$ cat src/rtl/event_stretcher.sv
// event_stretcher: stretches each din rising edge into a HIGH_CYCLES-long dout pulse followed by a GAP_CYCLES low gap.
//
// Ports:
//   clk_1M   - 1 MHz system clock, all logic on its rising edge
//   rst      - synchronous active-low reset
//   din      - event request (level or pulse); each rising edge is one event
//   dout     - stretched pulse, high only in the HIGH state
//   busy     - high whenever the state is not IDLE
//   pending  - number of queued events not yet replayed
//   overflow - sticky flag, set when an event is lost
//
// Optional feature: define EVENT_STRETCHER_QUEUE_EN to queue events arriving
// while busy (up to 15). Without it, such events are dropped and flagged.
module event_stretcher #(
    parameter logic [21:0] HIGH_CYCLES = 22'd100_000,
    parameter logic [21:0] GAP_CYCLES  = 22'd50_000
) (
    input  logic       clk_1M,
    input  logic       rst,
    input  logic       din,
    output logic       dout,
    output logic       busy,
    output logic [3:0] pending,
    output logic       overflow
);
    localparam logic [1:0] IDLE = 2'd0;
    localparam logic [1:0] HIGH = 2'd1;
    localparam logic [1:0] GAP  = 2'd2;
    logic [1:0]  state_q, state_d;
    logic [21:0] cnt_q, cnt_d;
    logic [3:0]  pend_q, pend_d;
    logic        ovf_q, ovf_d;
    logic        din_q;
    logic        ev, gap_end, launch_p, launch_e, queue_ev;
    assign ev       = din & ~din_q;
    assign gap_end  = state_q == GAP && cnt_q == 22'd0;
    assign launch_p = gap_end && pend_q != 4'd0;
    // an event in the last gap cycle with nothing queued relaunches directly
    assign launch_e = gap_end && pend_q == 4'd0 && ev;
    assign queue_ev = ev && state_q != IDLE && !launch_e;
    always_comb begin
        state_d = state_q;
        cnt_d   = cnt_q;
        case (state_q)
            IDLE: if (ev) begin
                state_d = HIGH;
                cnt_d   = HIGH_CYCLES - 22'd1;
            end
            HIGH: if (cnt_q == 22'd0) begin
                state_d = GAP;
                cnt_d   = GAP_CYCLES - 22'd1;
            end else begin
                cnt_d = cnt_q - 22'd1;
            end
            GAP: if (cnt_q != 22'd0) begin
                cnt_d = cnt_q - 22'd1;
            end else if (launch_p || launch_e) begin
                state_d = HIGH;
                cnt_d   = HIGH_CYCLES - 22'd1;
            end else begin
                state_d = IDLE;
            end
            default: state_d = IDLE;
        endcase
    end
`ifdef EVENT_STRETCHER_QUEUE_EN
    // a queued arrival and a queued launch in the same cycle cancel out
    logic [4:0] sum;
    assign sum    = 5'(pend_q) + 5'(queue_ev) - 5'(launch_p);
    assign pend_d = sum[4] ? 4'd15 : sum[3:0];
    assign ovf_d  = ovf_q | sum[4];
`else
    assign pend_d = 4'd0;
    assign ovf_d  = ovf_q | queue_ev;
`endif
    always_ff @(posedge clk_1M) begin
        if (!rst) begin
            state_q <= IDLE;
            cnt_q   <= 22'd0;
            pend_q  <= 4'd0;
            ovf_q   <= 1'b0;
            din_q   <= 1'b0;
        end else begin
            state_q <= state_d;
            cnt_q   <= cnt_d;
            pend_q  <= pend_d;
            ovf_q   <= ovf_d;
            din_q   <= din;
        end
    end
    assign dout     = state_q == HIGH;
    assign busy     = state_q != IDLE;
    assign pending  = pend_q;
    assign overflow = ovf_q;
endmodule

$ cat config.mk
export PLATFORM = sky130hd
export DESIGN_NAME = event_stretcher
export DESIGN_NICKNAME = d
export VERILOG_FILES = /design/src/rtl/event_stretcher.sv
export SDC_FILE = /design/constraint.sdc
export NUM_CORES = 1
export LEC_CHECK = 0
export BUFFER_PORTS_ARGS = -buffer_cell sky130_fd_sc_hd__buf_4
export CORE_ASPECT_RATIO = 0.75
export CORE_UTILIZATION = 55
export CTS_BUF_LIST = sky130_fd_sc_hd__clkbuf_8
export CTS_CLUSTER_DIAMETER = 60
export DETAILED_ROUTE_END_ITERATION = 6
export PLACE_DENSITY_LB_ADDON = 0.25
export SLEW_MARGIN = 20
export SYNTH_ARGS = -nofsm -noshare
export SYNTH_HDL_FRONTEND = slang
export SYNTH_SLANG_ARGS = --single-unit
$ cat constraint.sdc
create_clock -name clk_1M -period 6.7 [get_ports clk_1M]
set_clock_uncertainty 0.05 [all_clocks]
set_input_delay 0.335 -clock clk_1M [delete_from_list [all_inputs] [get_ports clk_1M]]
set_output_delay 0.335 -clock clk_1M [all_outputs]
set_load 0.01 [all_outputs]
Word level (Yosys, flattened, before mapping) --
Cells that the tools add are included. Widths: inputs -> output; s select.
Cells by class: add/sub/neg operators 1, eq/ne operators 6, mux-type cells 10, bitwise logic cells 3, reductions and logical operators 12
Operator list (count):
- $mux 22 | 4
- $pmux 22 s3 | 1
- $logic_not 22->1 | 1
- $reduce_bool 22->1 | 1
- $sub 22x1->22 const B | 1
- $mux 2 | 3
- $pmux 2 s3 | 1
- $reduce_and 3->1 | 2
- $logic_and 1x1->1 | 4
- $ne 2x2->1 const B | 2
- $ne 3x2->1 const B | 1
- $reduce_bool 3->1 | 1
- $eq 2x1->1 const B | 1
- $eq 2x2->1 const B | 1
- $logic_not 2->1 | 1
- $ne 2x1->1 const B | 1
- $reduce_bool 2->1 | 1
- $and 1x1->1 | 1
- $logic_not 1->1 | 1
- $mux 1 | 1
- $not 1->1 | 1
- $or 1x1->1 | 1
Storage, ports and cells: register bits 26, input bits 3, output and inout port bits 7, logic and storage cells 36

Logic depth before layout (Yosys ltp) --
depth after elaboration 6, mapped depth 9, mapped depth without buffers 7

Least setup slack after synthesis --
No wires, ideal clock.
path type register to register, start register cnt_q[0], end register cnt_q[9], library setup time 0.088 ns, arrival 2.126 ns, data required time 6.562 ns, path slack 4.436 ns, cell stages (with the launch flop) 10, path buffers 2, period minus slack after synthesis 2.264 ns, path through dfxtp_1 -> inv_1 -> ha_1 -> or4b_1 -> buf_2 -> nor4_4 -> and2_0 -> buf_4 -> o22ai_1 -> a311oi_2
Between the ends: word-level cells in the longest chain between the ends 5, elaborated cells between the ends (all ways) 10, classes of those cells 1 x add/sub; 1 x eq/ne; 3 x mux; 5 x reduce/logical
Ends and longest elaborated chain:
- from (decl) | RTL line 30 | logic [21:0] cnt_q, cnt_d;
- from (signal assigned) | RTL line 85 | cnt_q <= cnt_d;
- parallel branches: the longest is 5 deep, another holds $sub 22x1->22
Several ways; the timed one is not identified. A chain may end at the register's enable or synchronous reset.

Worst setup path after layout --
Ends and elaborated chain as after synthesis.

==> results.sh <==
export IMPL_path_clk_slew_ns=0.09
export IMPL_cp_slowest_cell="or4b_1"
export IMPL_path_cells="inv_1, ha_1, or4b_1, nor4_4, and2_0, o22ai_1, a311oi_2"
export IMPL_synth_area_leaders="dfxtp_1 (31%), a21oi_1 (4.7%), nand2_1 (3.8%)"
export IMPL_layout_area_overhead_vs_synth_pct=3.34
export IMPL_vias=1653
export IMPL_max_slew_margin_rel_pct=35.3
export IMPL_regToRegSetupSlack_ns=3.99
export IMPL_clock_path_buffers=2
export IMPL_tns_ns=0
export IMPL_synthArstFlopShare_pct=0
export IMPL_avgSynthCellArea_um2=8.11
export IMPL_required_ns=6.85
export IMPL_grt_max_degree=26
export IMPL_dieHeight_um=50.0
export IMPL_setup_viol=0
export IMPL_cts_htree_levels=1
export IMPL_rsz0062_at_grt="no"
export IMPL_holdCritPathClass="in2reg"
export IMPL_design_core_area_um2=2940
export IMPL_drt_pass1_iterations=5
export IMPL_critical_path_max_stage_delay_ns=0.61
export IMPL_fmax_mhz=369
export IMPL_drv_slew=0
export IMPL_crit_path_start="cnt_q[0]"
export IMPL_synth_cells=208
export IMPL_endpoint="cnt_q[9]"
export IMPL_cts_tree="done"
export IMPL_grt_pass1_vias=1472
export IMPL_route_detailed_drc=0
export IMPL_antenna_left=0
export IMPL_hold_viol=0
export IMPL_ios=10
export IMPL_antenna_found_initial=0
export IMPL_path_class="reg2reg"
export IMPL_antennaDiodeCount=0
export IMPL_die_w_um=66.0
export IMPL_yosysTopAreaCellShare_pct=30.8
export IMPL_dp_hpwl_mm=3.00
export IMPL_min_period_ns=2.71
export IMPL_tightest_slew_ns=0.967
export IMPL_cp_data_arrival_time_ns=2.86
export IMPL_powerDensity_nw_per_um2=291
export IMPL_clock_sinks=26
export IMPL_cts_hold_fix_buffers=0
export IMPL_cts_root_buf="clkbuf_8"
export IMPL_p_seq_share_pct=38.2
export IMPL_drtIter0Drc=186
export IMPL_ir_drop_mv=0.189
export IMPL_ys_seq_area_share_pct=30.8
export IMPL_fin_nets=214
export IMPL_drive_above_1_share_pct=9.76
export IMPL_ctsResizeCount=0
export IMPL_r2r_end="cnt_q[9]"
export IMPL_timing_final_crit_share_pct=40.5
export IMPL_cp_end_kind="flip-flop"
export IMPL_p_switching_w=0.000205
export IMPL_comb_power_share_pct=41.3
export IMPL_grt_usage_pct=28.1
export IMPL_layout_commonest_cell="dfxtp_1"
export IMPL_grt_first_pass_wirelength_mm=7.11
export IMPL_numCtsBuffers=3
export IMPL_status="completed"
export IMPL_wl_per_cell_um=17.4
export IMPL_clk_latency_ns=0.28
export IMPL_yosys_area_top_type="dfxtp_1"
export IMPL_ys_ff_latch=26
export IMPL_critPathLaunchType="flip-flop"
export IMPL_yosys_cell_types_count=54
export IMPL_vias_per_cell=6.80
export IMPL_rows=17
export IMPL_grt_overflow_total=0
export IMPL_switching_share_pct=40.3
export IMPL_cap_violations=0
export IMPL_dieArea_um2=3300
export IMPL_yosys_warnings=0
export IMPL_r2r_cells=7
export IMPL_dpl_cell_count=239
export IMPL_place_congestion=0.957
export IMPL_final_cell_mix="dfxtp_1 (26), nand2_1 (17), a21oi_1 (16)"
export IMPL_crit_fanout=10
export IMPL_synth_edff_count=0
export IMPL_io_buffers=5
export IMPL_intPower_w=0.000302
export IMPL_wl_mm=4.22
export IMPL_final_cell_count_no_fill=243
export IMPL_fin_util_pct=59.4
export IMPL_postCtsSetupBuffers=0
export IMPL_netlist_area_um2=1690
export IMPL_n_fill_cell=269
export IMPL_synth_ff_type="dfxtp_1"
export IMPL_power_leakage_nw=0.617
export IMPL_clkPwrFrac_pct=20.4
export IMPL_r2r_start="cnt_q[0]"
export IMPL_initial_core_util_pct=57.5
## cell type report
type                    count  area [um^2]  area share [%]
repair buffers              6         45.0            2.58
well taps                  38         47.5            2.73
flip-flops and latches     26          520            29.8
multi-input cells         162         1050            60.2
clock buffers               4         55.1            3.16
inverters                   7         26.3            1.51
## worst max-delay path, delay by kind of cell (launching register included)
family	cells	cell delay, ns
AO/OA/AOI/OAI	2	0.43
adder cells (fa/ha/maj)	1	0.20
buffers and inverters	1	0.07
flip-flops	1	0.36
AND/OR/NAND/NOR	3	1.53
## power groups by stage
stage                     Clock, W  Combinational (W)  Sequential (W)
final                     0.000104           0.000210        0.000194
after global routing      0.000112           0.000229        0.000196
after CTS                 0.000106           0.000205        0.000192
after detailed placement         0           0.000203        0.000196
after global placement           0           0.000200        0.000195
after floorplan                  0           0.000173        0.000189
## routing by layer
metal,GRT usage (%),wire length (um),vias to the layer above
met5,0,0,-
met4,4.61,0,0
met3,6.25,383,0
met2,42.7,1900,94
met1,40.8,1940,791
li1,-,-,768
## per-stage QoR
stage | setup slack (ns) | area (um^2) | hold slack (ns) | total power [W]
5_1_grt | 3.83 | 1740 | 0.222 | 0.000537
6_report | 3.99 | 1740 | 0.227 | 0.000507
2_1_floorplan | 4.44 | 1700 | 0.399 | 0.000361
4_1_cts | 4.03 | 1740 | 0.226 | 0.000503
3_5_place_dp | 4.06 | 1690 | 0.426 | 0.000400
3_3_place_gp | 4.07 | 1690 | 0.406 | 0.000395
## synthesized netlist by cell type (all sizes together) (2+ instances only)
| library cell | n |
|---|---|
| clkbuf | 7 |
| nand3b | 2 |
| xnor2 | 3 |
| nand2b | 3 |
| a211oi | 2 |
| and2 | 4 |
| nand3 | 8 |
| inv | 7 |
| nand2 | 17 |
| a31o | 2 |
| or4 | 4 |
| and3 | 2 |
| o211ai | 4 |
| ha | 5 |
| or3 | 2 |
| o21ai | 13 |
| buf | 9 |
| or2 | 2 |
| a21oi | 16 |
| o31ai | 2 |
| nor4 | 7 |
| dfxtp | 26 |
| nand4b | 2 |
| o221a | 5 |
| a21boi | 2 |
| a31oi | 5 |
| nor3 | 7 |
| o21a | 3 |
| o22ai | 2 |
| nand4 | 5 |
| nor2 | 16 |
## state kept, by name, indices dropped and copies added, names as in the netlist
signal    cells
din_q         1
overflow      1
cnt_q        22
state_q       2
## cells by family after synthesis
family,Yosys count,share of synthesized area (%)
AOI/OAI and AO/OA,65,27.0
xor gates and xnor gates,3,1.56
adders and majority gates,5,3.71
buffers and inverters,23,7.64
DFF,26,30.8
muxes,1,0.593
other,1,0.222
and+or+nand+nor,84,28.5
## worst min-delay path by stage
stage                          from        end  depth (start not counted)
after global routing            din      din_q                          2
after global placement     overflow   overflow                          1
after floorplan           cnt_q[14]  cnt_q[14]                          2
final                           din      din_q                          2
after CTS                       din      din_q                          2
after detailed placement  cnt_q[14]  cnt_q[14]                          2
No activity file was read; power rests on OpenSTA's default activity.
